==> src/rtl/seq_mul41x15_if.sv <==
// seq_mul41x15_if
// Handshake bundle between the shift-add multiplier and its neighbours.
//   in_valid / in_ready       : operand handshake (upstream -> multiplier)
//   multiplicand [40:0]       : unsigned multiplicand
//   multiplier   [14:0]       : unsigned multiplier
//   out_valid / out_ready     : product handshake (multiplier -> downstream adder)
//   product      [55:0]       : unsigned product, feeds customAdder56_41.A
//   busy                      : multiplier is iterating or holding a result
// Modport slave is the multiplier's view; master is the view of the
// surrounding logic that supplies operands and consumes the product.
interface seq_mul41x15_if;
    logic        in_valid;
    logic        in_ready;
    logic [40:0] multiplicand;
    logic [14:0] multiplier;
    logic        out_valid;
    logic        out_ready;
    logic [55:0] product;
    logic        busy;

    modport slave (
        input  in_valid,
        input  multiplicand,
        input  multiplier,
        input  out_ready,
        output in_ready,
        output out_valid,
        output product,
        output busy
    );

    modport master (
        output in_valid,
        output multiplicand,
        output multiplier,
        output out_ready,
        input  in_ready,
        input  out_valid,
        input  product,
        input  busy
    );
endinterface

==> src/rtl/seq_mul41x15.sv <==
// seq_mul41x15
// Iterative shift-add multiplier: 41-bit x 15-bit unsigned -> 56-bit product,
// one multiplier bit per clock, fixed 15 iterations (no early exit).
// Ports:
//   clk  : rising-edge clock
//   rst  : synchronous active-high reset, overrides every other event
//   bus  : seq_mul41x15_if.slave (operand and product handshakes, busy)
// Accept at edge k -> out_valid after edge k+15; product held until the
// next accept. All outputs come straight from flops.
module seq_mul41x15 (
    input  logic                clk,
    input  logic                rst,
    seq_mul41x15_if.slave       bus
);

    typedef enum logic [1:0] {
        ST_IDLE = 2'd0,
        ST_RUN  = 2'd1,
        ST_DONE = 2'd2
    } state_e;

    state_e      state_q,     state_d;
    logic [40:0] mcand_q,     mcand_d;
    logic [14:0] mplr_q,      mplr_d;
    logic [55:0] acc_q,       acc_d;
    logic [3:0]  cnt_q,       cnt_d;
    logic        in_ready_q,  in_ready_d;
    logic        out_valid_q, out_valid_d;
    logic        busy_q,      busy_d;

    logic        accept_s;
    logic [55:0] addend_s;

    // in_ready_q mirrors "state is IDLE", so this is the accept condition
    assign accept_s = bus.in_valid && in_ready_q;

    // Partial product for the current bit: zero-extended mcand shifted by cnt
    always_comb begin
        if (mplr_q[0]) begin
            addend_s = {15'd0, mcand_q} << cnt_q;
        end else begin
            addend_s = 56'd0;
        end
    end

    // State register plus datapath and output flops
    always_ff @(posedge clk) begin
        if (rst) begin
            state_q     <= ST_IDLE;
            mcand_q     <= 41'd0;
            mplr_q      <= 15'd0;
            acc_q       <= 56'd0;
            cnt_q       <= 4'd0;
            in_ready_q  <= 1'b1;
            out_valid_q <= 1'b0;
            busy_q      <= 1'b0;
        end else begin
            state_q     <= state_d;
            mcand_q     <= mcand_d;
            mplr_q      <= mplr_d;
            acc_q       <= acc_d;
            cnt_q       <= cnt_d;
            in_ready_q  <= in_ready_d;
            out_valid_q <= out_valid_d;
            busy_q      <= busy_d;
        end
    end

    // Next-state logic
    always_comb begin
        state_d = state_q;
        case (state_q)
            ST_IDLE: begin
                if (accept_s) begin
                    state_d = ST_RUN;
                end else begin
                    state_d = ST_IDLE;
                end
            end
            ST_RUN: begin
                // cnt==14 is the last (15th) bit; leave RUN on that edge
                if (cnt_q == 4'd14) begin
                    state_d = ST_DONE;
                end else begin
                    state_d = ST_RUN;
                end
            end
            ST_DONE: begin
                if (bus.out_ready) begin
                    state_d = ST_IDLE;
                end else begin
                    state_d = ST_DONE;
                end
            end
            default: begin
                state_d = ST_IDLE;
            end
        endcase
    end

    // Datapath next values: load on accept, shift-add while running, else hold
    always_comb begin
        mcand_d = mcand_q;
        mplr_d  = mplr_q;
        acc_d   = acc_q;
        cnt_d   = cnt_q;
        case (state_q)
            ST_IDLE: begin
                if (accept_s) begin
                    mcand_d = bus.multiplicand;
                    mplr_d  = bus.multiplier;
                    acc_d   = 56'd0;
                    cnt_d   = 4'd0;
                end else begin
                    mcand_d = mcand_q;
                end
            end
            ST_RUN: begin
                // Max product < 2^56, so the 56-bit add cannot carry out
                acc_d  = acc_q + addend_s;
                mplr_d = {1'b0, mplr_q[14:1]};
                cnt_d  = cnt_q + 4'd1;
            end
            ST_DONE: begin
                acc_d = acc_q;
            end
            default: begin
                acc_d = acc_q;
            end
        endcase
    end

    // Output decode from the next state so the flags land with the state change
    always_comb begin
        in_ready_d  = 1'b0;
        out_valid_d = 1'b0;
        busy_d      = 1'b0;
        case (state_d)
            ST_IDLE: begin
                in_ready_d = 1'b1;
            end
            ST_RUN: begin
                busy_d = 1'b1;
            end
            ST_DONE: begin
                out_valid_d = 1'b1;
                busy_d      = 1'b1;
            end
            default: begin
                in_ready_d = 1'b1;
            end
        endcase
    end

    assign bus.in_ready  = in_ready_q;
    assign bus.out_valid = out_valid_q;
    assign bus.busy      = busy_q;
    assign bus.product   = acc_q;

endmodule

==> src/flat_wrapper.sv <==
// flat-port wrapper written by rule: the top's interface ports become plain ports
module seq_mul41x15_flat 
  (clk, rst, bus_in_valid, bus_multiplicand, bus_multiplier, bus_out_ready, bus_in_ready, bus_out_valid, bus_product, bus_busy);
  seq_mul41x15_if bus_i ();
  input  logic clk;
  input  logic rst;
  input wire logic [$bits(bus_i.in_valid)-1:0] bus_in_valid;
  input wire logic [$bits(bus_i.multiplicand)-1:0] bus_multiplicand;
  input wire logic [$bits(bus_i.multiplier)-1:0] bus_multiplier;
  input wire logic [$bits(bus_i.out_ready)-1:0] bus_out_ready;
  output wire logic [$bits(bus_i.in_ready)-1:0] bus_in_ready;
  output wire logic [$bits(bus_i.out_valid)-1:0] bus_out_valid;
  output wire logic [$bits(bus_i.product)-1:0] bus_product;
  output wire logic [$bits(bus_i.busy)-1:0] bus_busy;
  assign bus_i.in_valid = bus_in_valid;
  assign bus_i.multiplicand = bus_multiplicand;
  assign bus_i.multiplier = bus_multiplier;
  assign bus_i.out_ready = bus_out_ready;
  assign bus_in_ready = bus_i.in_ready;
  assign bus_out_valid = bus_i.out_valid;
  assign bus_product = bus_i.product;
  assign bus_busy = bus_i.busy;
  seq_mul41x15 u_core (.clk(clk), .rst(rst), .bus(bus_i));
endmodule
==> config.mk <==
export PLATFORM = sky130hd
export DESIGN_NAME = seq_mul41x15_flat
export DESIGN_NICKNAME = d
export VERILOG_FILES = /design/src/rtl/seq_mul41x15_if.sv /design/src/rtl/seq_mul41x15.sv /design/src/flat_wrapper.sv
export SDC_FILE = /design/constraint.sdc
export NUM_CORES = 1
export LEC_CHECK = 0
export BUFFER_PORTS_ARGS = -buffer_cell sky130_fd_sc_hd__buf_2
export CAP_MARGIN = 10
export CORE_MARGIN = 2
export CORE_UTILIZATION = 50
export DETAILED_ROUTE_END_ITERATION = 6
export PLACE_DENSITY = 0.7
export REMOVE_ABC_BUFFERS = 1
export SLEW_MARGIN = 10
export SYNTH_ARGS = -nofsm -noshare
export SYNTH_HDL_FRONTEND = slang
export SYNTH_SLANG_ARGS = --single-unit
==> constraint.sdc <==
create_clock -name clk -period 5.1 [get_ports clk]
set_clock_uncertainty 0.05 [all_clocks]
set_input_delay 1.02 -clock clk [delete_from_list [all_inputs] [get_ports clk]]
set_output_delay 1.02 -clock clk [all_outputs]
set_load 0.1 [all_outputs]
==> flow_summary.ini <==
[floorplan]
start_util = 0.506
num_rows = 50
floorplan.die.height_um = 141
die_w_um = 141
placeableCoreArea_um2 = 18600
design.die.area_um2 = 19900
top_level_ports = 119

[timing]
grt_setup_unrepaired = no
timing.final.setup_violations = 0
tightest_slew_ns = 1.07
timing.hold.ws_ns = 0.420
timing.final.crit_period_ns = 4.62
slew_viol_final = 0
timing.setup.tns_ns = 0
maxClockFrequency_mhz = 217
finalCritPeriodShare = 0.905
hold_viol_final = 0
max_slew_margin = 0.288

[finish]
area_growth_syn_to_fin_pct = 14.4
layout_commonest_cell = nand2_1
final_layout_size_suffix_gt1_frac = 0.173
leading_cell_types_in_the_layout_fill_and_taps_excluded = 277 x nand2_1, 142 x a21oi_1, 118 x buf_2, 118 x dfxtp_1, 105 x nor2_1
n_fill_cell = 1819
num-nets-final = 1449
final_cell_count_no_fill = 1577
insertedDiodeCount = 0

[critical_path]
r2r_setup_slack_ns = 0.48
timing.setup.critical_path_class = reg2reg
critical_path.startpoint = u_core.cnt_q[0]
critical_path.reg2reg.endpoint = u_core.bus.product[39]
endpoint = u_core.bus.product[39]
start_kind = register
timing.critical_path.to_type = register
reg2regPathDepth = 20
critical_path.reg2reg.startpoint = u_core.cnt_q[0]
timing.critical_path.fanout_max = 23
critPathArrivalTime_ns = 4.85
cp_data_required_time_ns = 5.33

[clock_network]
htreeDepth = 4
cts.root.buffer_cell = clkbuf_16
clock_path_buffers = 2
numCtsBuffers = 17
post-cts-setup-buffers = 0
hold_buffers = 0
tritoncts = done
worst_setup_hold_path_clk_slew_ns = 0.06
worst_skew_pair.late_latency_ns = 0.44
post_cts_resized = 0
clock_sinks = 121

[synthesis]
postSynth.asyncResetShare = 0
syn_inst = 1260
synth_sequential_area_ratio = 0.258
synth_enable_flop_cells = 0
syn-cell-area_um2 = 9400
synth_seq_cells = 121
netlist-cell-type-count = 68
synth-warning-count = 0
synth_flop_cell = dfxtp_1
syn_avg_cell_area_um2 = 7.46

[route]
vias = 9322
initial_drc_count = 823
route.detailed.vias_per_inst = 5.91
drtPass1Iterations = 5
detail-route-antenna-nets = 0
wire_per_inst_um = 17.1
drt-total-wl_um = 26900
drc_errors = 0

[placement]
final_replace_weighted_congestion = 0.966
hpwl_um = 19800
portBuffers = 118
placedCellCount = 1545

[global_route]
grt_antenna_before_repair = 0
grt_max_degree = 71
grt_overflow_total = 0
grt_pass1_vias = 8381
first_pass_grt_wire_length_um = 43500
grt_use_total = 0.270

[power_and_ir_drop]
power_per_cell_area_nw_per_um2 = 256
ir_drop_mv = 0.232
fin_total_pwr_mw = 2.75
power.leakage_nw = 4.47

[outcome]
run_status = finished, final reports clean

[run]
maxCapViolations = 0

[hold_path]
worstHoldPathType = reg2reg
-- per-layer routing --
layer | vias to the layer above | wire length, um | track usage
met1 | 4345 | 13400 | 0.408
met5 | - | 0 | 0
met3 | 25 | 1650 | 0.0476
met2 | 304 | 11500 | 0.394
li1 | 4648 | - | -
met4 | 0 | 359 | 0.0726
-- state kept, by name (all words and copies together), names as in the netlist --
register / cells
u_core.bus.out_valid: 1
u_core.cnt_q: 4
u_core.state_q: 2
u_core.mcand_q: 41
u_core.bus.busy: 1
u_core.bus.product: 56
u_core.mplr_q: 15
u_core.bus.in_ready: 1
-- power by group --
group,switching (mW),total (mW),internal (mW)
registers,0.0491,1.04,0.988
clock network,0.490,1.29,0.798
logic,0.272,0.423,0.151
-- cells by family after synthesis --
logic type                 synth area share
xor gates and xnor gates             0.0485
adders and majority gates            0.0794
and+or+nand+nor                       0.228
muxes                                 0.101
AOI/OAI and AO/OA                     0.241
buffers and inverters                0.0447
DFF                                   0.258
-- Yosys cell counts (3+ instances only) --
master	count	area, um2
xnor2_1	29	254
nor2b_1	14	87.6
nand2b_1	6	37.5
nand3_1	43	215
o21ai_1	11	55.1
o22ai_1	4	25.0
o211ai_1	3	22.5
mux2_2	4	45.0
o31a_1	3	26.3
o21bai_1	10	75.1
mux4_2	29	653
a21o_1	26	195
dfxtp_1	121	2420
mux2i_1	25	250
nand2_1	277	1040
xor2_1	23	201
o21a_1	6	45.0
a221o_1	3	30.0
nand4_1	11	68.8
inv_1	19	71.3
a211oi_1	21	158
clkbuf_1	77	289
and3_1	11	68.8
nor4_1	5	31.3
nor2_1	105	394
a41oi_1	3	26.3
a31oi_1	9	56.3
buf_1	9	33.8
o311a_1	3	30.0
nor3_1	13	65.1
ha_1	58	726
o21ai_0	54	270
a311oi_1	22	193
and2_1	13	81.3
a21oi_1	142	711
buf_2	3	15.0
o31ai_1	6	45.0
-- critical path: stages, from the launching register on --
cell      delay [ns]
dfxtp_4         0.56
clkinv_1        0.18
buf_4           0.22
a21oi_1         0.22
nand2_1         0.08
o31a_1          0.12
nand2_1         0.07
o21ai_0         0.08
nor2_1          0.21
ha_1            0.33
a21oi_1         0.26
o21bai_1        0.10
a21o_1          0.20
a21oi_1         0.19
o211ai_2        0.13
a221o_1         0.33
a21o_1          0.22
a41o_1          0.31
a221oi_2        0.27
xor2_1          0.24
o21ai_1         0.08
-- stage by stage --
step | instance area, um2 | utilization | setup slack [ns]
final | 10800 | 0.579 | 0.483
after global routing | 10800 | 0.579 | 0.0213
after CTS | 10700 | 0.578 | 0.279
after detailed placement | 10100 | 0.545 | 0.312
after global placement | 10100 | 0.545 | 0.426
after floorplan | 9060 | - | -0.670
-- worst min path at each step --
stage	startpoint	to	cells after the start
3_5_place_dp	u_core.mplr_q[14]	u_core.mplr_q[14]	2
2_1_floorplan	u_core.mcand_q[36]	u_core.mcand_q[36]	2
3_3_place_gp	u_core.mplr_q[14]	u_core.mplr_q[14]	2
4_1_cts	u_core.mplr_q[14]	u_core.mplr_q[14]	2
6_report	u_core.mplr_q[14]	u_core.mplr_q[14]	2
5_1_grt	u_core.mplr_q[14]	u_core.mplr_q[14]	2
-- area by class of cell --
| class | instances | area (um2) | area share |
|---|---|---|---|
| multi-input cells | 1028 | 6570 | 0.611 |
| flip-flops and latches | 121 | 2430 | 0.226 |
| repair buffers | 140 | 756 | 0.0703 |
| clock buffers | 19 | 453 | 0.0421 |
| well taps | 234 | 293 | 0.0272 |
| clock inverters | 13 | 168 | 0.0156 |
| inverters | 22 | 82.6 | 0.00768 |
No activity file was read; power rests on OpenSTA's default activity.
